$ cat src/rtl/apb_pkg.sv
// apb_pkg: shared APB completer types, default widths and the register address decode
package apb_pkg;
    localparam int APB_DATA_W = 32;
    localparam int APB_ADDR_W = 32;

    typedef enum logic [1:0] {IDLE, SETUP, ACCESS} apb_state_e;

    typedef struct packed {
        logic                  legal;
        logic [APB_ADDR_W-1:0] index;
    } apb_dec_t;

    function automatic apb_dec_t apb_decode(
        input logic [APB_ADDR_W-1:0] addr,
        input logic [APB_ADDR_W-1:0] base,
        input logic [APB_ADDR_W-1:0] span
    );
        apb_dec_t              d;
        logic [APB_ADDR_W-1:0] off;
        off     = addr - base;
        d.legal = (addr >= base) && (off < span) && (addr[1:0] == 2'b00);
        d.index = off >> 2;
        return d;
    endfunction
endpackage

$ cat src/rtl/apb_regfile.sv
// apb_regfile: DEPTH x DATA_W register array, one synchronous write port, one combinational read port
module apb_regfile
    import apb_pkg::*;
#(
    parameter int DATA_W = APB_DATA_W,
    parameter int DEPTH  = 64,
    parameter int IDX_W  = $clog2(DEPTH)
) (
    input  logic              i_clk,
    input  logic              i_rst,
    input  logic              i_we,
    input  logic [IDX_W-1:0]  i_widx,
    input  logic [DATA_W-1:0] i_wdata,
    input  logic [IDX_W-1:0]  i_ridx,
    output logic [DATA_W-1:0] o_rdata
);
    logic [DATA_W-1:0] r_mem [DEPTH];

    always_ff @(posedge i_clk) begin
        if (i_rst) begin
            for (int i = 0; i < DEPTH; i++) r_mem[i] <= '0;
        end else if (i_we) begin
            r_mem[i_widx] <= i_wdata;
        end
    end

    assign o_rdata = r_mem[i_ridx];
endmodule

$ cat src/rtl/apb_slave_regs.sv
// apb_slave_regs: APB3 completer over a word-addressed register bank,
// with a fixed number of wait states and an error response for bad addresses.
module apb_slave_regs
    import apb_pkg::*;
#(
    parameter int                DATA_W      = APB_DATA_W,
    parameter int                ADDR_W      = APB_ADDR_W,
    parameter int                DEPTH       = 64,
    parameter logic [ADDR_W-1:0] BASE_ADDR   = '0,
    parameter int                WAIT_CYCLES = 0
) (
    input  logic              PCLK,
    input  logic              PRESET,
    input  logic [ADDR_W-1:0] PADDR,
    input  logic              PSELx,
    input  logic              PENABLE,
    input  logic              PWRITE,
    input  logic [DATA_W-1:0] PWDATA,
    output logic              PREADY,
    output logic [DATA_W-1:0] PRDATA,
    output logic              PSLVERR
);
    localparam int                    IDX_W     = $clog2(DEPTH);
    localparam logic [APB_ADDR_W-1:0] SPAN      = APB_ADDR_W'(DEPTH * 4);
    localparam logic [4:0]            WAIT_LAST = 5'(WAIT_CYCLES);

    apb_state_e        r_state, w_phase;
    logic [ADDR_W-1:0] r_addr, w_src_addr;
    logic              r_write, w_src_write;
    logic [DATA_W-1:0] r_wdata, r_prdata, w_rdata;
    logic [3:0]        r_cnt;
    logic              r_pready, r_pslverr;
    logic              w_setup, w_fire, w_we;
    apb_dec_t          w_rdec, w_wdec;
    logic [IDX_W-1:0]  w_ridx, w_widx;

    // w_phase is the bus phase of the current cycle; r_state remembers the previous one
    always_comb begin
        w_phase     = (r_state == IDLE)  ? ((PSELx && !PENABLE) ? SETUP : IDLE) :
                      (r_state == SETUP) ? (PSELx ? (PENABLE ? ACCESS : SETUP) : IDLE) :
                      ((PSELx && PENABLE) ? ACCESS : IDLE);
        w_setup     = w_phase == SETUP;
        w_src_addr  = w_setup ? PADDR : r_addr;
        w_src_write = w_setup ? PWRITE : r_write;
        w_rdec      = apb_decode(APB_ADDR_W'(w_src_addr), APB_ADDR_W'(BASE_ADDR), SPAN);
        w_wdec      = apb_decode(APB_ADDR_W'(r_addr), APB_ADDR_W'(BASE_ADDR), SPAN);
        w_ridx      = IDX_W'(w_rdec.index);
        w_widx      = IDX_W'(w_wdec.index);
        w_fire      = w_setup ? (WAIT_CYCLES == 0)
                              : (w_phase == ACCESS && !r_pready && ({1'b0, r_cnt} + 5'd1) == WAIT_LAST);
        w_we        = r_pready && w_phase == ACCESS && r_write && w_wdec.legal;
    end

    // Outputs are computed one edge ahead from live setup signals or captured ones
    always_ff @(posedge PCLK) begin
        if (PRESET) begin
            r_state   <= IDLE;
            r_addr    <= '0;
            r_write   <= 1'b0;
            r_wdata   <= '0;
            r_cnt     <= '0;
            r_pready  <= 1'b0;
            r_pslverr <= 1'b0;
            r_prdata  <= '0;
        end else begin
            r_state <= (w_phase == ACCESS && r_pready) ? IDLE : w_phase;
            if (w_setup) begin
                r_addr  <= PADDR;
                r_write <= PWRITE;
                r_wdata <= PWDATA;
            end
            r_cnt     <= w_setup ? 4'd0 :
                         (w_phase == ACCESS && r_cnt != WAIT_LAST[3:0]) ? r_cnt + 4'd1 : r_cnt;
            r_pready  <= w_fire;
            r_pslverr <= w_fire && !w_rdec.legal;
            r_prdata  <= (w_fire && w_rdec.legal && !w_src_write) ? w_rdata : '0;
        end
    end

    apb_regfile #(.DATA_W(DATA_W), .DEPTH(DEPTH)) u_regs (
        .i_clk  (PCLK),
        .i_rst  (PRESET),
        .i_we   (w_we),
        .i_widx (w_widx),
        .i_wdata(r_wdata),
        .i_ridx (w_ridx),
        .o_rdata(w_rdata)
    );

    assign PREADY  = r_pready;
    assign PSLVERR = r_pslverr;
    assign PRDATA  = r_prdata;
endmodule
$ cat config.mk
export PLATFORM = sky130hd
export DESIGN_NAME = apb_slave_regs
export DESIGN_NICKNAME = d
export VERILOG_FILES = /design/src/rtl/apb_pkg.sv /design/src/rtl/apb_regfile.sv /design/src/rtl/apb_slave_regs.sv
export SDC_FILE = /design/constraint.sdc
export NUM_CORES = 2
export LEC_CHECK = 0
export CORE_MARGIN = 1
export CORE_UTILIZATION = 30
export CTS_BUF_LIST = sky130_fd_sc_hd__clkbuf_2
export DETAILED_ROUTE_END_ITERATION = 8
export GPL_TIMING_DRIVEN = 0
export HOLD_SLACK_MARGIN = 0.12
export PLACE_DENSITY_LB_ADDON = 0.08
export SKIP_LAST_GASP = 1
export SYNTH_ARGS = -nofsm -noshare
export SYNTH_HDL_FRONTEND = slang
export SYNTH_SLANG_ARGS = --single-unit
export TNS_END_PERCENT = 100
$ cat constraint.sdc
create_clock -name PCLK -period 3.8 [get_ports PCLK]
set_clock_uncertainty 0.15 [all_clocks]
set_input_delay 1.14 -clock PCLK [delete_from_list [all_inputs] [get_ports PCLK]]
set_output_delay 1.14 -clock PCLK [all_outputs]
set_load 0.02 [all_outputs]
# Yosys cells after proc, flatten, opt, wreduce, memory -nomap -nowiden
# Memory sizes are Yosys's and may differ from the RTL's. A register that Yosys moved wholly into a read port is not among the register bits.
# Cells that the tools add are included.
dict set report word_totals {
  inputBits 69
  out_inout_bits 34
  mem_bits_rw 2048
  wordCells 63
  latch_bits 0
  memories 1
  ff_bits 73
  rom_bits 0
}
dict set report classes {
  mux 17
  bitwise_logic 1
  shifts 0
  div 0
  order_cmp 4
  reduce_logical 28
  eq_ne 3
  n_mul 0
  add_sub_neg 2
}
# name depth width read_ports rd_ports_with_merged_regs wr line_no
set mem_list {}
lappend mem_list {u_regs.r_mem 64 32 1 1 64 apb_regfile.sv:17} ;# logic [DATA_W-1:0] r_mem [DEPTH];
# cell n
set op_table {}
lappend op_table {{greater-or-equal comparator 32 x 1 -> 1 bit, second input constant} 2}
lappend op_table {{less-than comparator 32 x 9 -> 1 bit, second input constant} 2}
lappend op_table {{2-to-1 mux 32 bit} 2}
lappend op_table {{OR reduction 32 bit} 1}
lappend op_table {{logical AND 1 bit} 15}
lappend op_table {{2-to-1 mux 2 bit} 5}
lappend op_table {{2-to-1 mux 1 bit} 9}
lappend op_table {{zero test 2 bit} 3}
lappend op_table {{2-to-1 mux 6 bit} 1}
lappend op_table {{OR reduction 2 bit} 3}
lappend op_table {{adder 4 x 1 -> 5 bit, second input constant} 1}
lappend op_table {{zero test 5 bit} 1}
lappend op_table {{adder 4 x 1 -> 4 bit, second input constant} 1}
lappend op_table {{equality test 2 x 1 -> 1 bit, second input constant} 2}
lappend op_table {{zero test 1 bit} 4}
lappend op_table {{nonzero test 4 bit} 1}
lappend op_table {{equality test 2 bit, second input constant} 1}
lappend op_table {{inverter 1 bit} 1}

# Longest topological paths before layout
dict set report depth {
  word_depth 13
  mapped_depth 14
  ltp_nobuf 9
}

# Modules after synthesis
# Synthesis repeated with hierarchy kept, for this count alone.
dict set report hier_totals {
  cells_unflattened 6312
  area_unflattened_um2 96384.9
}
# module instances cells_per_inst seq_area_each_um2 area_per_inst_um2
set modules_own_cells {}
lappend modules_own_cells {apb_regfile 1 5851 61499.0 92289.8}
lappend modules_own_cells {apb_slave_regs 1 461 2102.0 4095.2}

# Worst setup path after synthesis
# Ideal clock, no wire load.
dict set report synth_timing {
  path_type {input -> register}
  start {in PENABLE}
  end {reg r_prdata[26] (netlist: PRDATA[26]) (read register of u_regs.r_mem)}
  setup_time_ns 0.120
  n_path_buf 2
  required_time_ns 3.530
  path_stages 10
  setup_slack_ns 0.255
  arrival_time_ns 3.276
  cell_sequence {nor3b_2 -> buf_6 -> mux2_2 -> nand3_1 -> clkbuf_1 -> o22ai_1 -> a311o_1 -> a311oi_1 -> nor4_1 -> a211o_1}
}
dict set report synth_via {
  elab_chain_len 13
  elab_cells_between_ends 26
  classes_between {2 x order compare; 2 x eq/ne; 9 x mux; 1 x bitwise; 12 x reduce/logical}
}
# item line_no
set synth_rtl {}
lappend synth_rtl {{start, declared} apb_slave_regs.sv:16} ;# input logic PENABLE,
lappend synth_rtl {{2-to-1 mux 2 bit (tied with other cells) (2 in a row)} apb_slave_regs.sv:40} ;# (r_state == SETUP) ? (PSELx ? (PENABLE ? ACCESS : SETUP) : IDLE) :
lappend synth_rtl {{2-to-1 mux 2 bit / 2-to-1 mux 1 bit (equally long branches)} {apb_slave_regs.sv:40, apb_slave_regs.sv:39}}
lappend synth_rtl {{2-to-1 mux 2 bit *} apb_slave_regs.sv:39} ;# w_phase = (r_state == IDLE) ? ((PSELx && !PENABLE) ? SETUP : IDLE) :
lappend synth_rtl {{equality test 2 x 1 -> 1 bit} apb_slave_regs.sv:42} ;# w_setup = w_phase == SETUP;
lappend synth_rtl {{2-to-1 mux 32 bit} -}
lappend synth_rtl {{greater-or-equal comparator 32 x 1 -> 1 bit / less-than comparator 32 x 9 -> 1 bit (equally long branches)} apb_pkg.sv:21} ;# d.legal = (addr >= base) && (off < span) && (addr[1:0] == 2'b00);
lappend synth_rtl {{logical AND 1 bit (2 in a row)} apb_pkg.sv:21}
lappend synth_rtl {{logical AND 1 bit (2 in a row)} apb_slave_regs.sv:76} ;# r_prdata <= (w_fire && w_rdec.legal && !w_src_write) ? w_rdata : '0;
lappend synth_rtl {{inverter 1 bit (no source line)} -}
lappend synth_rtl {{OR reduction 2 bit (no source line)} -}
lappend synth_rtl {{end, declared} apb_slave_regs.sv:30} ;# logic [DATA_W-1:0] r_wdata, r_prdata, w_rdata;
# Mark *: on every way between the ends. The rest lies on a longest branch, timed or not.
# A chain may end at the register's enable or synchronous reset.

# Final worst setup path
dict set report layout_timing {
  start {reg r_addr[6]}
  end {reg r_prdata[13] (netlist: PRDATA[13]) (read register of u_regs.r_mem)}
}
dict set report layout_via {
  elab_chain_len 8
  elab_cells_between_ends 9
  classes_between {2 x order compare; 1 x mux; 1 x bitwise; 5 x reduce/logical}
}
# item line_no
set layout_rtl {}
lappend layout_rtl {{start, declared} apb_slave_regs.sv:28} ;# logic [ADDR_W-1:0] r_addr, w_src_addr;
lappend layout_rtl {{start signal, assigned} apb_slave_regs.sv:58} ;# r_addr <= '0;
lappend layout_rtl {{start signal, assigned} apb_slave_regs.sv:68} ;# r_addr <= PADDR;
lappend layout_rtl {{2-to-1 mux 32 bit *} -}
lappend layout_rtl {{greater-or-equal comparator 32 x 1 -> 1 bit / less-than comparator 32 x 9 -> 1 bit (equally long branches)} apb_pkg.sv:21}
lappend layout_rtl {{logical AND 1 bit (2 in a row)} apb_pkg.sv:21}
lappend layout_rtl {{logical AND 1 bit (2 in a row)} apb_slave_regs.sv:76}
lappend layout_rtl {{inverter 1 bit (no source line)} -}
lappend layout_rtl {{OR reduction 2 bit (no source line)} -}
# Marked as above.

==> flow_metrics.py <==
metrics = {
    "critical_path": {
        "slowest_delay_ps": 750,
        "reg2reg_depth": 8,
        "worstReg2RegEnd": "PRDATA[13]",
        "cp-end-kind": "register",
        "timing.rr.start": "r_addr[6]",
        "crit_path_start_kind": "register",
        "critPathArrivalTime_ps": 6140,
        "worst_path_max_delay_cell": "clkbuf_2",
        "cp.required_ps": 5760,
        "crit_end": "PRDATA[13]",
        "critPathKind": "reg -> reg",
        "crit_buf_inv": 3,
        "worst-path-max-fanout": 12,
        "critPathLaunch": "r_addr[6]",
        "worst_path_dominant_cell_family": "buffers and inverters",
        "path_cells": "clkbuf_2 -> mux2i_4 -> buf_12 -> clkdlybuf4s15_1 -> nand2_1 -> a211oi_1 -> or4_1 -> o32ai_2",
        "rrSetupSlack_ps": -380,
        "worst-path-stages": 8,
    },
    "cts": {
        "cts_buffers": 629,
        "clk_path_buf_depth": 4,
        "cts_tree": "done",
        "root_buffer": "clkbuf_2",
        "clock_latency_ps": 2330,
        "clk_pin_slew_ps": 100,
        "cts.sinks": 2153,
        "h-tree-depth": 6,
    },
    "power": {
        "p_per_area_nw_per_um2": 442,
        "finalPower_mw": 53.5,
        "leakagePower_nw": 45.5,
        "ir_drop_mv": 0.253,
    },
    "floorplanning": {
        "pin_count": 103,
        "core_um2": 327000,
        "die_w_um": 575,
        "initial_core_util_pct": 30.1,
        "fp-row-count": 210,
        "die_area_um2": 331000,
        "die-height_um": 575,
    },
    "route": {
        "first_pass_iters": 8,
        "wl_per_cell_um": 36.9,
        "vias": 79000,
        "drtIter0Drc": 11100,
        "remaining_drc_errors": 0,
        "postRouteWirelength_um": 540000,
        "ant_nets": 0,
        "viasPerCell": 5.40,
    },
    "logic_synthesis": {
        "synth_top_flop_cell": "edfxtp_1",
        "synth_edf_count": 2048,
        "yosys_warnings": 0,
        "yosysUniqueCellTypes": 57,
        "synth_area_um2": 98600,
        "yosysSeqAreaShare_pct": 64.5,
        "synthCells": 8629,
        "synthesis.nets": 8701,
        "async_reset_ff_share_pct": 0,
        "synth_seq_cells": 2153,
        "synth.avg_cell_area_um2": 11.4,
    },
    "placement": {
        "portBuffers": 102,
        "gp_congestion": 0.964,
        "dpl.cell_count": 13100,
        "hpwl_um": 367000,
        "place_area_um2": 106000,
    },
    "timing": {
        "worst_slack_ps": -383,
        "rsz0062_at_grt": "true",
        "finalSetupViolations": 443,
        "max_freq_mhz": 239,
        "finalHoldViolCount": 0,
        "fin_hold_ws_ps": 290,
        "fin_crit_sh_pct": 110,
        "worst_slew_pin_slew_ps": 1670,
        "fin_crit_ps": 4180,
        "slew_viol_final": 44,
        "max_slew_margin_pct": -11.5,
    },
    "status": {
        "status": "finished with violations",
        "violations": "capacitance limit, slew limit, setup timing",
    },
    "cells_and_area": {
        "layout-drive-gt1-share_pct": 21.2,
        "stdcell_area_um2": 121000,
        "num-nets-final": 9835,
        "synthToLayoutAreaGrowth_pct": 22.9,
        "utilization_pct": 37.0,
        "fin_cells": 14600,
    },
    "worst_hold_path": {
        "hold_path.class": "reg -> reg",
        "min_path_cells": 1,
    },
    "global_route": {
        "grt_usage_pct": 31.3,
        "grt_overflow_total": 0,
        "antenna_found_initial": 98,
        "grt_pass1_wl_um": 690000,
        "grt_max_degree": 33,
        "grt_pass1_vias": 74700,
    },
    "job": {
        "cap_viol_max_count": 3,
    },
}
==> how the worst min path moves through the flow <==
stage | start | to | slack, ps
after floorplan | r_addr[0] | r_addr[0] | 290
after global placement | r_addr[0] | r_addr[0] | 300
after detailed placement | r_addr[0] | r_addr[0] | 300
after CTS | PENABLE | r_cnt[2] | 120
after global routing | PREADY | r_state[1] | 310
final | PREADY | r_state[1] | 290
==> through the flow <==
| step | setup TNS (ps) | worst slack [ps] |
|---|---|---|
| 2_1_floorplan | 0 | 255 |
| 3_3_place_gp | -7709300 | -4830 |
| 3_5_place_dp | -6907580 | -4730 |
| 4_1_cts | -627810 | -439 |
| 5_1_grt | -72510 | -256 |
| 6_report | -36600 | -383 |
==> synthesized netlist by cell type (all sizes together) (2+ instances only) <==
cell	instances	area share (%)
nand3b	3	0.023
a211o	2	0.018
o41ai	8	0.071
or3	9	0.057
buf	281	1.5
o221ai	40	0.36
nand2	1636	6.2
a22oi	7	0.053
dfxtp	105	2.1
ha	3	0.038
nor3	50	0.25
o21ai	22	0.11
nor2b	3	0.019
nor4	19	0.12
a31oi	108	0.69
a311o	11	0.11
and2	2055	13
or4	20	0.15
or2	64	0.41
inv	2	0.0076
a21oi	301	1.5
clkbuf	534	2.0
a31o	5	0.044
mux2	4	0.050
edfxtp	2048	62
mux2i	294	3.0
and4	2	0.018
a211oi	4	0.030
a2111oi	23	0.20
and3	77	0.49
o22ai	102	0.65
o211ai	11	0.084
nor2	121	0.46
a32oi	39	0.35
nand3	572	2.9
a311oi	18	0.16
nand4	15	0.095
==> cell families (layout without fill, tap and decap cells) <==
group / Yosys count / after routing / share of synthesized area [%]
simple gates: 4652 / 4714 / 24.3
fa+ha+maj: 3 / 3 / 0.0381
mux: 298 / 298 / 3.04
buf+inv: 817 / 2359 / 3.55
other cells: 0 / 59 / 0
flops: 2153 / 2153 / 64.5
xor+xnor: 2 / 2 / 0.0178
compound gates: 704 / 704 / 4.48
==> cell type report <==
cell class / instances / area [µm²]
multi-input combinational: 5721 / 35000
sequential: 2153 / 63600
buffer: 811 / 6100
tap: 4346 / 5440
antenna: 59 / 148
inverter: 2 / 7.51
clock inverter: 177 / 1170
fill: 32700 / 206000
clock buffer: 924 / 4620
timing repair buffer: 445 / 4990
==> report_power, final <==
| group | total, mW | internal, mW | switching (mW) |
|---|---|---|---|
| Clock | 18.9 | 7.49 | 11.4 |
| Sequential | 26.9 | 26.6 | 0.259 |
| Combinational | 7.78 | 2.10 | 5.68 |
| Total | 53.5 | 36.2 | 17.3 |
==> per-layer routing <==
metal	up-vias	GRT usage, %	part of all wire [%]
met2	5105	46.5	43
met4	14	18.2	6.3
met3	1125	9.08	11
li1	32800	-	-
met1	40000	40.7	40
met5	-	0	0.018
==> flip-flops by register name, summed over array words and instances (netlist names) <==
signal        flops
r_addr           32
PREADY            1
r_write           1
PRDATA           32
r_state           2
u_regs.r_mem   2048
r_wdata          32
r_cnt             4
PSLVERR           1
==> cell usage in the layout, fill, tap and decap left out, types with 16 or more instances in the layout <==
| cell | count |
|---|---|
| a2111oi_4 | 16 |
| a21oi_1 | 279 |
| a31oi_1 | 101 |
| a32oi_1 | 26 |
| and2_1 | 2054 |
| and3_1 | 77 |
| buf_12 | 100 |
| buf_16 | 31 |
| buf_2 | 69 |
| buf_4 | 151 |
| buf_6 | 76 |
| buf_8 | 41 |
| clkbuf_1 | 287 |
| clkbuf_2 | 1107 |
| clkbuf_4 | 37 |
| clkbuf_8 | 16 |
| clkdlybuf4s50_1 | 68 |
| clkinv_1 | 119 |
| dfxtp_1 | 99 |
| diode_2 | 59 |
| dlygate4sd3_1 | 179 |
| edfxtp_1 | 2048 |
| mux2i_1 | 266 |
| mux2i_4 | 18 |
| nand2_1 | 1619 |
| nand3_1 | 519 |
| nand3_2 | 23 |
| nand3_4 | 30 |
| nor2_1 | 50 |
| nor2_2 | 43 |
| nor2_4 | 28 |
| nor3_1 | 25 |
| nor3_4 | 17 |
| o221ai_1 | 35 |
| o22ai_1 | 77 |
| or2_2 | 16 |
| or2_4 | 109 |
| or4_1 | 19 |
==> repair_timing <==
action | 4_1_cts | 5_1_grt
pin swaps | 99 | 30
setup buffers | 83 | 47
setup endpoints to repair | 4138 | 3697
gates resized for setup | 1399 | 384
hold buffers | 179 | 0
hold endpoints to repair | 76 | 0
cloned | 39 | 30
Power figures use the tool's default switching activity.
